===== src/rtl/morse_pkg.sv =====
// Shared types and constants for the Morse light-stream decoder.
// Contents: FSM state enum, letter code table (symbol count + pattern per
// letter index), and timing threshold multipliers applied to UNIT_CYCLES.
package morse_pkg;

  localparam int unsigned LETTER_W    = 3;
  localparam int unsigned PAT_W       = 4;
  localparam int unsigned SYM_CNT_W   = 3;
  localparam int unsigned NUM_LETTERS = 8;
  localparam int unsigned MAX_SYMS    = 4;

  // Threshold multipliers of one time unit
  localparam int unsigned HALF_DIV      = 2;  // shortest legal mark is UNIT/2
  localparam int unsigned DOT_MAX_MULT  = 2;  // marks below 2*UNIT are dots
  localparam int unsigned GAP_MULT      = 3;  // letter gap / error recovery
  localparam int unsigned DASH_MAX_MULT = 4;  // longest legal dash
  localparam int unsigned SAT_MULT      = 5;  // level counter saturation

  typedef enum logic [1:0] {
    ST_IDLE  = 2'd0,
    ST_MARK  = 2'd1,
    ST_SPACE = 2'd2,
    ST_ERR   = 2'd3
  } state_e;

  // Patterns are right-aligned: first symbol lands in bit len-1, dash = 1
  typedef struct packed {
    logic [SYM_CNT_W-1:0] len;
    logic [PAT_W-1:0]     pat;
  } code_t;

  localparam code_t CODE_TABLE [NUM_LETTERS] = '{
    '{len: 3'd2, pat: 4'b0001},  // A .-
    '{len: 3'd4, pat: 4'b1000},  // B -...
    '{len: 3'd4, pat: 4'b1010},  // C -.-.
    '{len: 3'd3, pat: 4'b0100},  // D -..
    '{len: 3'd1, pat: 4'b0000},  // E .
    '{len: 3'd4, pat: 4'b0010},  // F ..-.
    '{len: 3'd3, pat: 4'b0110},  // G --.
    '{len: 3'd4, pat: 4'b0000}   // H ....
  };

endpackage


===== src/rtl/morse_lut.sv =====
// Combinational code-to-letter lookup.
// Ports: count/pattern (collected symbols) in; letter (index 0=A..7=H)
// and hit (pair is a known letter) out.
module morse_lut
  import morse_pkg::*;
(
  input  logic [SYM_CNT_W-1:0] count,
  input  logic [PAT_W-1:0]     pattern,
  output logic [LETTER_W-1:0]  letter,
  output logic                 hit
);

  // First matching table entry wins; entries are unique anyway
  always_comb begin
    letter = '0;
    hit    = 1'b0;
    for (int i = 0; i < NUM_LETTERS; i++) begin
      if (!hit && count == CODE_TABLE[i].len && pattern == CODE_TABLE[i].pat) begin
        hit    = 1'b1;
        letter = LETTER_W'(i);
      end
    end
  end

endmodule


===== src/rtl/morse_decoder.sv =====
// Morse light-stream decoder for letters A..H.
// Ports: clk, reset (sync, active high), led_in (light stream);
// letter (last decoded index), valid / err (one-cycle pulses),
// busy (FSM not idle).
module morse_decoder
  import morse_pkg::*;
#(
  parameter int unsigned UNIT_CYCLES = 25000000
) (
  input  logic                clk,
  input  logic                reset,
  input  logic                led_in,
  output logic [LETTER_W-1:0] letter,
  output logic                valid,
  output logic                err,
  output logic                busy
);

  localparam int unsigned CNT_W = $clog2(SAT_MULT * UNIT_CYCLES + 2);

  localparam logic [CNT_W-1:0] T_DOT_MIN  = CNT_W'(UNIT_CYCLES / HALF_DIV);
  localparam logic [CNT_W-1:0] T_DOT_MAX  = CNT_W'(DOT_MAX_MULT * UNIT_CYCLES);
  localparam logic [CNT_W-1:0] T_GAP      = CNT_W'(GAP_MULT * UNIT_CYCLES);
  localparam logic [CNT_W-1:0] T_DASH_MAX = CNT_W'(DASH_MAX_MULT * UNIT_CYCLES);
  localparam logic [CNT_W-1:0] T_SAT      = CNT_W'(SAT_MULT * UNIT_CYCLES);

  state_e               state_q, state_d;
  logic                 led_q, led_d;
  logic [CNT_W-1:0]     cnt_q, cnt_d;
  logic [PAT_W-1:0]     pattern_q, pattern_d;
  logic [SYM_CNT_W-1:0] sym_cnt_q, sym_cnt_d;
  logic [LETTER_W-1:0]  letter_q, letter_d;
  logic                 valid_q, valid_d;
  logic                 err_q, err_d;
  logic                 busy_q, busy_d;

  logic [CNT_W-1:0]     mark_len_c;
  logic                 space_done_c;
  logic [LETTER_W-1:0]  lut_letter;
  logic                 lut_hit;

  // cnt_q holds completed cycles at the current led_q level; led_in is the
  // next led_q value, so a pending edge is decided while the old length is
  // still intact and mark_len_c includes the current (last) high cycle.
  assign mark_len_c   = cnt_q + CNT_W'(1);
  assign space_done_c = (cnt_q >= T_GAP);

  morse_lut u_lut (
    .count   (sym_cnt_q),
    .pattern (pattern_q),
    .letter  (lut_letter),
    .hit     (lut_hit)
  );

  // State and datapath registers
  always_ff @(posedge clk) begin
    if (reset) begin
      state_q   <= ST_IDLE;
      led_q     <= 1'b0;
      cnt_q     <= '0;
      pattern_q <= '0;
      sym_cnt_q <= '0;
      letter_q  <= '0;
      valid_q   <= 1'b0;
      err_q     <= 1'b0;
      busy_q    <= 1'b0;
    end else begin
      state_q   <= state_d;
      led_q     <= led_d;
      cnt_q     <= cnt_d;
      pattern_q <= pattern_d;
      sym_cnt_q <= sym_cnt_d;
      letter_q  <= letter_d;
      valid_q   <= valid_d;
      err_q     <= err_d;
      busy_q    <= busy_d;
    end
  end

  // Next-state logic
  always_comb begin
    state_d = state_q;
    unique case (state_q)
      ST_IDLE: begin
        if (led_in) state_d = ST_MARK;
      end
      ST_MARK: begin
        if (!led_in) begin
          if (mark_len_c < T_DOT_MIN)                 state_d = ST_ERR;
          else if (sym_cnt_q == SYM_CNT_W'(MAX_SYMS)) state_d = ST_ERR;
          else                                        state_d = ST_SPACE;
        end else if (mark_len_c >= T_DASH_MAX) begin
          // Staying high one more cycle would exceed the longest dash
          state_d = ST_ERR;
        end
      end
      ST_SPACE: begin
        if (space_done_c)  state_d = ST_IDLE;
        else if (led_in)   state_d = ST_MARK;
      end
      ST_ERR: begin
        if (!led_q && space_done_c) state_d = ST_IDLE;
      end
      default: state_d = ST_IDLE;
    endcase
  end

  // Datapath and output logic
  always_comb begin
    led_d     = led_in;
    cnt_d     = (led_in != led_q) ? '0 :
                (cnt_q >= T_SAT)  ? cnt_q : cnt_q + CNT_W'(1);
    pattern_d = pattern_q;
    sym_cnt_d = sym_cnt_q;
    letter_d  = letter_q;
    valid_d   = 1'b0;
    err_d     = (state_d == ST_ERR) && (state_q != ST_ERR);
    busy_d    = (state_d != ST_IDLE);
    unique case (state_q)
      ST_IDLE: begin
        if (state_d == ST_MARK) begin
          pattern_d = '0;
          sym_cnt_d = '0;
        end
      end
      ST_MARK: begin
        if (state_d == ST_SPACE) begin
          pattern_d = {pattern_q[PAT_W-2:0], (mark_len_c >= T_DOT_MAX)};
          sym_cnt_d = sym_cnt_q + SYM_CNT_W'(1);
        end
      end
      ST_SPACE: begin
        if (state_d == ST_IDLE) begin
          if (lut_hit) begin
            letter_d = lut_letter;
            valid_d  = 1'b1;
          end else begin
            err_d = 1'b1;
          end
        end
      end
      default: ;
    endcase
  end

  assign letter = letter_q;
  assign valid  = valid_q;
  assign err    = err_q;
  assign busy   = busy_q;

endmodule


===== config.mk =====
export PLATFORM = sky130hd
export DESIGN_NAME = morse_decoder
export DESIGN_NICKNAME = d
export VERILOG_FILES = /design/src/rtl/morse_pkg.sv /design/src/rtl/morse_lut.sv /design/src/rtl/morse_decoder.sv
export SDC_FILE = /design/constraint.sdc
export NUM_CORES = 1
export LEC_CHECK = 0
export CAP_MARGIN = 25
export CORE_ASPECT_RATIO = 0.9
export CORE_MARGIN = 3
export CORE_UTILIZATION = 60
export CTS_BUF_LIST = sky130_fd_sc_hd__clkbuf_16
export DETAILED_ROUTE_END_ITERATION = 10
export PLACE_DENSITY = 0.78
export SKIP_CTS_REPAIR_TIMING = 1
export SLEW_MARGIN = 20
export SYNTH_ARGS = -nofsm -noshare
export SYNTH_HDL_FRONTEND = slang
export SYNTH_HIERARCHICAL = 1
export SYNTH_SLANG_ARGS = --single-unit

===== constraint.sdc =====
create_clock -name clk -period 3.31 [get_ports clk]
set_input_delay 0.662 -clock clk [delete_from_list [all_inputs] [get_ports clk]]
set_output_delay 0.662 -clock clk [all_outputs]
set_load 0.005 [all_outputs]

==> impl_metrics.ini <==
[grt]
grt_max_degree = 28
global_route.overflow_total = 0
grt_pass1_wl_mm = 12.2
grtUsageTotal = 0.257
antenna_violations_before_repair = 0
grt_pass1_vias = 2460

[setup_path]
r2r-start = cnt_q[11]$_SDFFE_PP0N_
critical_path.cell_chain = nand4_1 > or4_1 > buf_4 > nor3_4 > and3_1 > xnor2_1 > a211o_1 > a221oi_2 > nand2_1 > o32ai_2
rrSetupSlack_ns = 0.27
worst_setup_ep_type = flop
cp_num_buf_inv = 1
critical_path_peak_fanout = 8
critical_path_arrival_ns = 3.23
regToRegEndpoint = err$_SDFF_PP0_
timing_worst_setup_path_type = reg -> reg
timing.critical_path.slowest_stage_cell = sky130_fd_sc_hd__or4_1
max_stage_delay_ns = 0.56
critical_path.top_delay_family = simple AND/OR/NAND/NOR gates
critPathRequiredTime_ns = 3.51
cp-start-kind = flop
worst_r2r_path_depth = 10

[drt]
detail_route.drc_violations = 0
drt-pass1-iter-count = 5
post_drt_via_cell_ratio = 6.46
routedWlPerCell_um = 16.3
detail-route-antenna-nets = 0
dr_total_vias = 2970
detailedRoute.firstIterationViolations = 298
total_routed_wirelength_mm = 7.49

[pwr]
power_per_cell_area_nw_per_um2 = 305
power_leakage_nw = 1.15
peakVddDrop_mv = 0.266

[cells_and_area]
finalNetCount = 402
synthToLayoutAreaGrowth_pct = 10.2
antenna_fix_cells = 0
layout.cells.most_common = sky130_fd_sc_hd__dfxtp_1
multiInputGateArea_um2 = 2070
fillCellCount = 413
sequential_cell_area_um2 = 862
final_cell_mix = 42 x sky130_fd_sc_hd__dfxtp_1, 36 x sky130_fd_sc_hd__nor2_1, 35 x sky130_fd_sc_hd__nand2_1
layout-drive-gt1-share = 0.114

[die]
row_count = 24
start_util = 0.631
top_level_ports = 9
die_w_um = 81.6
placeableCoreArea_um2 = 4890
die-height_um = 74.0
die_footprint_um2 = 6040

[logic_synthesis]
async_reset_ff_frac = 0
synth_top_flop_cell = sky130_fd_sc_hd__dfxtp_1
netlist_instances = 391
number_of_enable_flip_flop_cells_after_synthesis = 0
synthesis.area_um2 = 3090
synth_area_leader_cell = sky130_fd_sc_hd__dfxtp_1
synth.ff_latch_count = 43
synth_warnings = 6
synth_fp_nets = 398
synth_seq_area_share = 0.279
synthTopCellsByArea = sky130_fd_sc_hd__dfxtp_1 28%, sky130_fd_sc_hd__xnor2_1 5.1%, sky130_fd_sc_hd__nor2_1 4.4%
synth_largest_type_area_fraction = 0.279
syn_avg_cell_area_um2 = 7.89
synthDistinctLibCells = 71

[clocking]
clock_tree_buf_depth = 2
cts.sink_count = 43
cts_root_buffer = sky130_fd_sc_hd__clkbuf_16
numCtsBuffers = 5
clock_insertion_delay_worst_skew_ns = 0.29
tritoncts = built
clk_pin_slew_ns = 0.06
clock_tree.htree_level_count = 2

[placement]
detailed_place_hpwl_mm = 5.23
port_buffers = 8
routabilityCongestion = 0.968
dpl_worst_slack_ns = 0.251

[hold_path]
hp-start = letter[2]$_SDFFE_PP0P_
min_delay_path_depth = 2
timing.hold.worst.class = reg -> reg
worst_hold_endpoint = letter[2]$_SDFFE_PP0P_

[sta]
final-max-slew-violation-count = 0
finalCritPeriodShare = 0.917
finClkSkew_ns = 0.00623
tightestPinTransition_ns = 0.714
grt_setup_unrepaired = no
final_critical_period_ns = 3.04
max_freq_mhz = 329
report.final.setup_viol = 0
hold_viol_final = 0
final.setup.tns_ns = 0
max_slew_margin = 0.524
setup_slack_of_the_critical_path_after_layout_ns = 0.273

[run]
drv.max_cap_violation_count = 0

[run_status]
run_status = complete, no violations
worst max path at each step:
stage                      endpoint  slack, ns              startpoint  cells past startpoint
global placement    busy$_SDFF_PP0_       0.34   cnt_q[6]$_SDFFE_PP0N_                     10
finish               err$_SDFF_PP0_       0.27  cnt_q[11]$_SDFFE_PP0N_                     10
CTS                  err$_SDFF_PP0_       0.22   cnt_q[6]$_SDFFE_PP0N_                     10
global route         err$_SDFF_PP0_       0.02   cnt_q[1]$_SDFFE_PP0N_                     11
floorplan           busy$_SDFF_PP0_       0.42   cnt_q[9]$_SDFFE_PP0N_                     11
detailed placement   err$_SDFF_PP0_       0.25   cnt_q[6]$_SDFFE_PP0N_                     10
sequential cells by signal (all words and copies together) (netlist names):
name / cells
sym_cnt_q: 3
valid: 1
letter: 3
state_q: 2
busy: 1
err: 1
pattern_q: 4
led_q: 1
cnt_q: 27
area by class of cell:
cell class	count	share of cell area
timing repair buffer	24	0.0589
tap	65	0.0239
sequential	43	0.253
multi-input combinational	308	0.610
clock inverter	2	0.00258
inverter	13	0.0143
clock buffer	5	0.0368
per-layer routing:
layer	track usage	vias up	wire length, µm
met5	0	-	0
met4	0.0480	0	112
met3	0.0557	15	516
met2	0.353	118	3120
met1	0.410	1388	3740
li1	-	1449	-
synth_stat cells (all sizes together) (3+ instances only):
cell,count
or3b,3
nand3,15
nand2,35
o31a,3
nor2,36
o22ai,3
nand4,14
buf,8
and3,8
or2,4
o21ai,15
or3,9
xnor2,18
dfxtp,43
nor2b,7
and4,3
o211ai,3
o211a,3
inv,13
nand2b,5
a31oi,6
xor2,14
a21oi,23
ha,4
o32ai,4
clkbuf,20
o31ai,4
mux2i,5
nor4,9
or4,9
nor3,11
a211o,3
worst min-delay path: cells and delay by family (launching register included):
kind          cells  cell delay (ns)
mux               1             0.07
flops             1             0.33
simple gates      1             0.07
per-stage QoR:
step	instances	util	power [mW]	cell area [µm²]	hold slack (ns)
2_1_floorplan	391	-	0.570	3090	0.482
3_5_place_dp	452	0.663	0.584	3250	0.506
6_report	460	0.695	1.04	3400	0.512
3_3_place_gp	452	0.663	0.583	3250	0.475
5_1_grt	460	0.695	1.07	3400	0.542
4_1_cts	459	0.691	1.04	3380	0.520
report_power, final:
group          leakage (nW)  switching, mW  total (mW)  internal (mW)
sequential            0.348        0.00679       0.529          0.522
clock                0.0671          0.191       0.462          0.271
combinational         0.738         0.0286      0.0455         0.0169
total                  1.15          0.226        1.04          0.810
cells by family after synthesis:
family	after synthesis	synth area share
flip-flops	43	0.279
XOR/XNOR	32	0.0908
AND/OR/NAND/NOR	178	0.331
AO/OA/AOI/OAI	88	0.212
adder cells (fa/ha/maj)	4	0.0162
multiplexers	5	0.0162
buffers and inverters	41	0.0551
(Power assumes the default switching activity.)
